## src/rtl/uart_rx_pkg.sv

```systemverilog
// Shared UART RX definitions: frame-tracking states, parity encodings and legal
// frame-shape ranges used by the receive-side frame checker.
package uart_rx_pkg;

    typedef enum logic [1:0] {
        ST_IDLE   = 2'd0,
        ST_DATA   = 2'd1,
        ST_PARITY = 2'd2,
        ST_STOP   = 2'd3
    } frm_state_t;

    localparam logic PAR_EVEN = 1'b0;
    localparam logic PAR_ODD  = 1'b1;

    localparam int STOP_BITS_MIN  = 1;
    localparam int STOP_BITS_MAX  = 2;
    localparam int DATA_WIDTH_MIN = 5;
    localparam int DATA_WIDTH_MAX = 9;

endpackage

```

## src/rtl/uart_sat_counter.sv

```systemverilog
// Saturating event counter; a clear coinciding with an increment leaves the
// count at one so the event in that cycle is not lost.
module uart_sat_counter #(
    parameter int CNT_WIDTH = 8
) (
    input  logic                 CLK,
    input  logic                 RST,
    input  logic                 inc,
    input  logic                 clr,
    output logic [CNT_WIDTH-1:0] count
);

    localparam logic [CNT_WIDTH-1:0] CNT_ONE = {{(CNT_WIDTH-1){1'b0}}, 1'b1};

    logic [CNT_WIDTH-1:0] count_q;
    logic [CNT_WIDTH-1:0] count_d;

    always_comb begin
        count_d = count_q;
        if (clr) begin
            count_d = inc ? CNT_ONE : '0;
        end else if (inc && (count_q != '1)) begin
            count_d = count_q + CNT_ONE;
        end
    end

    always_ff @(posedge CLK or negedge RST) begin
        if (!RST) begin
            count_q <= '0;
        end else begin
            count_q <= count_d;
        end
    end

    assign count = count_q;

endmodule

```

## src/rtl/uart_frame_check.sv

```systemverilog
// UART RX frame checker: assembles data bits from sampler strobes and flags parity
// and stop errors. Error counters exist only with UART_FRAME_CHECK_ERR_CNT_EN defined.
module uart_frame_check
    import uart_rx_pkg::*;
#(
    parameter int DATA_WIDTH = 8,
    parameter int STOP_BITS  = 1,
    parameter int CNT_WIDTH  = 8
) (
    input  logic                  CLK,
    input  logic                  RST,
    input  logic                  frm_start,
    input  logic                  bit_valid,
    input  logic                  sampled_bit,
    input  logic                  par_en,
    input  logic                  par_typ,
    input  logic                  err_clr,
    output logic [DATA_WIDTH-1:0] frm_data,
    output logic                  frm_valid,
    output logic                  par_err,
    output logic                  stp_err,
    output logic                  par_err_sticky,
    output logic                  stp_err_sticky,
    output logic [CNT_WIDTH-1:0]  par_err_cnt,
    output logic [CNT_WIDTH-1:0]  stp_err_cnt
);

    localparam int BCW = (DATA_WIDTH > 1) ? $clog2(DATA_WIDTH) : 1;
    localparam logic [BCW-1:0] BIT_LAST = BCW'(DATA_WIDTH - 1);
    localparam logic STP_LAST = 1'(STOP_BITS - STOP_BITS_MIN);

    frm_state_t            state_q, state_d;
    logic [BCW-1:0]        bit_cnt_q, bit_cnt_d;
    logic                  stp_cnt_q, stp_cnt_d;
    logic [DATA_WIDTH-1:0] shift_q, shift_d;
    logic                  par_run_q, par_run_d;
    logic                  par_en_l_q, par_en_l_d;
    logic                  par_typ_l_q, par_typ_l_d;
    logic                  par_fail_q, par_fail_d;
    logic                  stp_fail_q, stp_fail_d;
    logic [DATA_WIDTH-1:0] frm_data_q, frm_data_d;
    logic                  frm_valid_q, frm_valid_d;
    logic                  par_err_q, par_err_d;
    logic                  stp_err_q, stp_err_d;
    logic                  par_sticky_q, par_sticky_d;
    logic                  stp_sticky_q, stp_sticky_d;

    logic                  frame_done;
    logic                  frame_par_err;
    logic                  frame_stp_err;

    always_comb begin
        state_d       = state_q;
        bit_cnt_d     = bit_cnt_q;
        stp_cnt_d     = stp_cnt_q;
        shift_d       = shift_q;
        par_run_d     = par_run_q;
        par_en_l_d    = par_en_l_q;
        par_typ_l_d   = par_typ_l_q;
        par_fail_d    = par_fail_q;
        stp_fail_d    = stp_fail_q;
        frm_data_d    = frm_data_q;
        frm_valid_d   = 1'b0;
        par_err_d     = par_err_q;
        stp_err_d     = stp_err_q;
        frame_done    = 1'b0;
        frame_par_err = par_en_l_q & par_fail_q;
        frame_stp_err = stp_fail_q | ~sampled_bit;

        // A start always wins: it re-arms the frame and discards any strobe in the same cycle.
        if (frm_start) begin
            state_d     = ST_DATA;
            bit_cnt_d   = '0;
            stp_cnt_d   = 1'b0;
            par_run_d   = 1'b0;
            par_en_l_d  = par_en;
            par_typ_l_d = par_typ;
            par_fail_d  = 1'b0;
            stp_fail_d  = 1'b0;
        end else if (bit_valid) begin
            case (state_q)
                ST_DATA: begin
                    shift_d[bit_cnt_q] = sampled_bit;
                    par_run_d          = par_run_q ^ sampled_bit;
                    if (bit_cnt_q == BIT_LAST) begin
                        bit_cnt_d = '0;
                        state_d   = par_en_l_q ? ST_PARITY : ST_STOP;
                    end else begin
                        bit_cnt_d = bit_cnt_q + 1'b1;
                    end
                end
                ST_PARITY: begin
                    par_fail_d = par_run_q ^ sampled_bit ^ (par_typ_l_q == PAR_ODD);
                    state_d    = ST_STOP;
                end
                ST_STOP: begin
                    if (!sampled_bit) begin
                        stp_fail_d = 1'b1;
                    end
                    if (stp_cnt_q == STP_LAST) begin
                        state_d     = ST_IDLE;
                        frame_done  = 1'b1;
                        frm_valid_d = 1'b1;
                        frm_data_d  = shift_q;
                        par_err_d   = frame_par_err;
                        stp_err_d   = frame_stp_err;
                    end else begin
                        stp_cnt_d = stp_cnt_q + 1'b1;
                    end
                end
                default: ;
            endcase
        end

        par_sticky_d = (err_clr ? 1'b0 : par_sticky_q) | (frame_done & frame_par_err);
        stp_sticky_d = (err_clr ? 1'b0 : stp_sticky_q) | (frame_done & frame_stp_err);
    end

    always_ff @(posedge CLK or negedge RST) begin
        if (!RST) begin
            state_q      <= ST_IDLE;
            bit_cnt_q    <= '0;
            stp_cnt_q    <= 1'b0;
            shift_q      <= '0;
            par_run_q    <= 1'b0;
            par_en_l_q   <= 1'b0;
            par_typ_l_q  <= 1'b0;
            par_fail_q   <= 1'b0;
            stp_fail_q   <= 1'b0;
            frm_data_q   <= '0;
            frm_valid_q  <= 1'b0;
            par_err_q    <= 1'b0;
            stp_err_q    <= 1'b0;
            par_sticky_q <= 1'b0;
            stp_sticky_q <= 1'b0;
        end else begin
            state_q      <= state_d;
            bit_cnt_q    <= bit_cnt_d;
            stp_cnt_q    <= stp_cnt_d;
            shift_q      <= shift_d;
            par_run_q    <= par_run_d;
            par_en_l_q   <= par_en_l_d;
            par_typ_l_q  <= par_typ_l_d;
            par_fail_q   <= par_fail_d;
            stp_fail_q   <= stp_fail_d;
            frm_data_q   <= frm_data_d;
            frm_valid_q  <= frm_valid_d;
            par_err_q    <= par_err_d;
            stp_err_q    <= stp_err_d;
            par_sticky_q <= par_sticky_d;
            stp_sticky_q <= stp_sticky_d;
        end
    end

    assign frm_data       = frm_data_q;
    assign frm_valid      = frm_valid_q;
    assign par_err        = par_err_q;
    assign stp_err        = stp_err_q;
    assign par_err_sticky = par_sticky_q;
    assign stp_err_sticky = stp_sticky_q;

`ifdef UART_FRAME_CHECK_ERR_CNT_EN
    logic par_inc;
    logic stp_inc;

    assign par_inc = frame_done & frame_par_err;
    assign stp_inc = frame_done & frame_stp_err;

    uart_sat_counter #(.CNT_WIDTH(CNT_WIDTH)) u_par_cnt (
        .CLK   (CLK),
        .RST   (RST),
        .inc   (par_inc),
        .clr   (err_clr),
        .count (par_err_cnt)
    );

    uart_sat_counter #(.CNT_WIDTH(CNT_WIDTH)) u_stp_cnt (
        .CLK   (CLK),
        .RST   (RST),
        .inc   (stp_inc),
        .clr   (err_clr),
        .count (stp_err_cnt)
    );
`else
    assign par_err_cnt = '0;
    assign stp_err_cnt = '0;
`endif

endmodule

```

## config.mk

```make
export PLATFORM = sky130hd
export DESIGN_NAME = uart_frame_check
export DESIGN_NICKNAME = d
export VERILOG_FILES = /design/src/rtl/uart_rx_pkg.sv /design/src/rtl/uart_sat_counter.sv /design/src/rtl/uart_frame_check.sv
export SDC_FILE = /design/constraint.sdc
export NUM_CORES = 1
export LEC_CHECK = 0
export ABC_CLOCK_PERIOD_IN_PS = 1900
export CAP_MARGIN = 20
export CELL_PAD_IN_SITES_DETAIL_PLACEMENT = 0
export CELL_PAD_IN_SITES_GLOBAL_PLACEMENT = 2
export CORE_AREA = 2 2 81 83
export DETAILED_ROUTE_END_ITERATION = 6
export DIE_AREA = 0 0 83 85
export PLACE_DENSITY_LB_ADDON = 0.1
export SLEW_MARGIN = 20
export SYNTH_ARGS = -nofsm -noshare
export SYNTH_HDL_FRONTEND = slang
export SYNTH_SLANG_ARGS = --single-unit
```

## constraint.sdc

```tcl
create_clock -name CLK -period 1.9 [get_ports CLK]
set_input_delay 0.285 -clock CLK [delete_from_list [all_inputs] [get_ports CLK]]
set_output_delay 0.285 -clock CLK [all_outputs]
set_load 0.01 [all_outputs]
```

==> reports/qor.csv <==
metric;value;unit
port buffer count;20;
Primary FF master, synth;dfrtp_1;
clk slew on worst S/H paths;0.06;ns
drt pass-1 iters;4;
DR vias;998;
critical path class;in -> reg;
CTS tree;yes;
CP peak stage delay;0.63;ns
setup TNS;0;ns
minimum clock period;1.580;ns
Clk pwr share;37.3;%
hold_buf cts;0;
endpoint class of the critical path;register;
sequential element share of the synthesized area;51.07;%
clk_skew;0.004016;ns
Power Internal;1052;uW
post-synthesis async set-or-reset flop share;100.0;%
Post-synth top cells;32 x nand2_1, 31 x dfrtp_1, 18 x buf_4;
Worst Hold Class;in -> async;
Clock Path Buffers;2;
Fin. Hold Viols;0;
antenna violations before repair;0;
NetSw;327.2;uW
CTS Root Buffer Type;clkbuf_8;
Post-synth EDFFs;0;
sequential share of power;52.4;%
Avg Inst Size Synth;10.77;um2
# clock sinks;31;
Post-Synthesis Cells;141;
GRT overflow;0;
CTS resizes;0;
RSZ-0062 raised after global routing;false;
1st-iter DRT viols;39;
unique cell type count in the Yosys netlist;33;
n_diodes;0;
FILL cells;649;
CTS buffer count;5;
Die Y;85;um
Yosys top cell by area;dfrtp_1;
Die Footprint;7055;um2
mapped cell area;1519;um2
setup bufs post-CTS;0;
setup violation total in the final timing report;0;
Peak VDD IR;0.0002365;V
Final Slew Violations;0;
fin util;30.19;%
htree depth;2;
crit path max-delay cell type;clkdlybuf4s50_1;
startpoint type of the worst setup path;primary input;
Cell Rows;29;
Via-to-Cell Ratio;4.057;
top-count cell post-synth;nand2_1;
vias in the first global route;1020;
Worst EP required;2.06;ns
fin crit share;83.18;%
Area contributors post-synth;dfrtp_1 51%, buf_4 8.9%, nand2_1 7.9%, mux2_2 5.9%, nand4b_1 2.3%;
Post-DP HPWL;2221;um
Gate power share;10.3;%
I/O pin count;37;
total routed wirelength;3002;um
#FFs+latches synth;31;
status;finished clean;
DRC Markers;0;
Lkg Pwr;0.0008813;uW
CP Max Fanout;6;
fin area;1873;um2
Layout area overhead;23.31;%
Skew-Pair Late Insertion Delay;0.28;ns
die width;83;um
layout cell share with drive strength beyond 1;17.16;%
Placement Cell Area;1785;um2
pwr/cell area;736.3;nW/um2
Yosys warning count;0;
Core ar.;6205;um2
max frequency;0.6327;GHz
share of the synthesized area in the top cell type;51.07;%
critical-path cell list;clkdlybuf4s50_1, nand4bb_4, nor4b_2, mux2_2;
Routed Antenna Nets;0;
CP Data Arrival Time;1.74;ns
Routed wire per std cell;12.20;um
global-route wire length before repair;5140;um
initial core utilization;24.48;%
MaxCap Viol Count;0;
layout net count;179;
largest net degree at the start of global routing;32;
GP Congestion;0.6732;
Tot GR Track Use;9.455;%
switch share;23.72;%
through the flow:
| step | hold slack, ns | std cells | setup WS, ns | power [uW] |
|---|---|---|---|---|
| 6_report | 0.4066 | 246 | 0.3196 | 1379 |
| 5_1_grt | 0.4393 | 246 | 0.1984 | 1456 |
| 4_1_cts | 0.4175 | 246 | 0.2962 | 1408 |
| 3_5_place_dp | 0.4619 | 239 | 0.02103 | 880.2 |
| 3_3_place_gp | 0.4536 | 239 | 0.05190 | 877.0 |
| 2_1_floorplan | -0.01059 | 156 | 0.4815 | 841.9 |
layout make-up:
class                           instances  area [um2]  share of cell area (%)
Sequential cell                        31       775.7                   41.42
Clock inverter                          1       5.005                  0.2672
Timing Repair Buffer                   29       267.8                   14.30
Multi-Input combinational cell         98       630.6                   33.67
Tap cell                               77       96.34                   5.144
Clock buffer                            6       82.58                   4.409
Inverter                                4       15.01                  0.8016
registers in the layout, indices dropped and copies added, names as in the netlist, 2 cells and up:
| signal | count |
|---|---|
| bit_cnt_q | 3 |
| frm_data | 8 |
| shift_q | 8 |
| state_q | 2 |
routing by layer:
| metal | wire, um | vias to the layer above | track usage [%] |
|---|---|---|---|
| met5 | 0 | - | 0 |
| li1 | - | 497 | - |
| met3 | 135 | 6 | 3.405 |
| met4 | 48 | 0 | 3.577 |
| met1 | 1409 | 470 | 11.97 |
| met2 | 1408 | 25 | 14.88 |
path summary, 6_finish.rpt:
kind	startpoint	end	slack, ns	depth (start not counted)
min reg2reg	shift_q[5]	frm_data[5]	0.47	2
max	bit_valid	shift_q[2]	0.32	4
max reg2reg	bit_cnt_q[1]	bit_cnt_q[1]	0.35	4
max in group asynchronous	RST	frm_data[6]	1.20	2
min in group CLK	shift_q[5]	frm_data[5]	0.47	2
min	RST	par_fail_q	0.41	2
logic make-up (layout without fill, tap and decap cells):
| group | count (synthesis) | after routing | share of synthesized area, % |
|---|---|---|---|
| simple gates | 55 | 55 | 20.92 |
| mux | 11 | 11 | 7.990 |
| other cells | 1 | 16 | 0.2469 |
| xor+xnor | 2 | 2 | 2.142 |
| fa+ha+maj | 2 | 2 | 1.647 |
| buf+inv | 27 | 40 | 11.12 |
| flops | 31 | 31 | 51.07 |
| compound gates | 12 | 12 | 4.861 |
power by group through the flow:
stage | sequential, uW | combinational, uW | clock (uW)
global placement | 735 | 142 | 0
CTS | 723 | 145 | 540
finish | 723 | 142 | 515
detailed placement | 736 | 145 | 0
floorplan | 724 | 118 | 0
global route | 728 | 159 | 569
cell usage in the layout (no fill, tap or decap), drive strengths merged:
cell type	instances
and4bb	1
clkdlybuf4s50	20
o31ai	1
and3b	1
nor2	6
inv	3
a211o	1
buf	9
nor4	1
nand4b	4
mux2i	2
clkbuf	6
dfrtp	31
o21ai	4
or3b	1
nor3	1
conb	16
a21oi	3
nand3b	1
nand3	3
xor3	1
mux2	9
ha	2
nand2	32
nand4bb	1
xor2	1
a41oi	1
o22ai	1
nor4b	2
or3	1
clkinv	2
a21o	1
critical path, delay by kind of cell:
| kind | cells | cell delay (ns) |
|---|---|---|
| buffers and inverters | 1 | 0.63 |
| and+or+nand+nor | 2 | 0.47 |
| muxes | 1 | 0.36 |
Power figures use the tool's default switching activity.
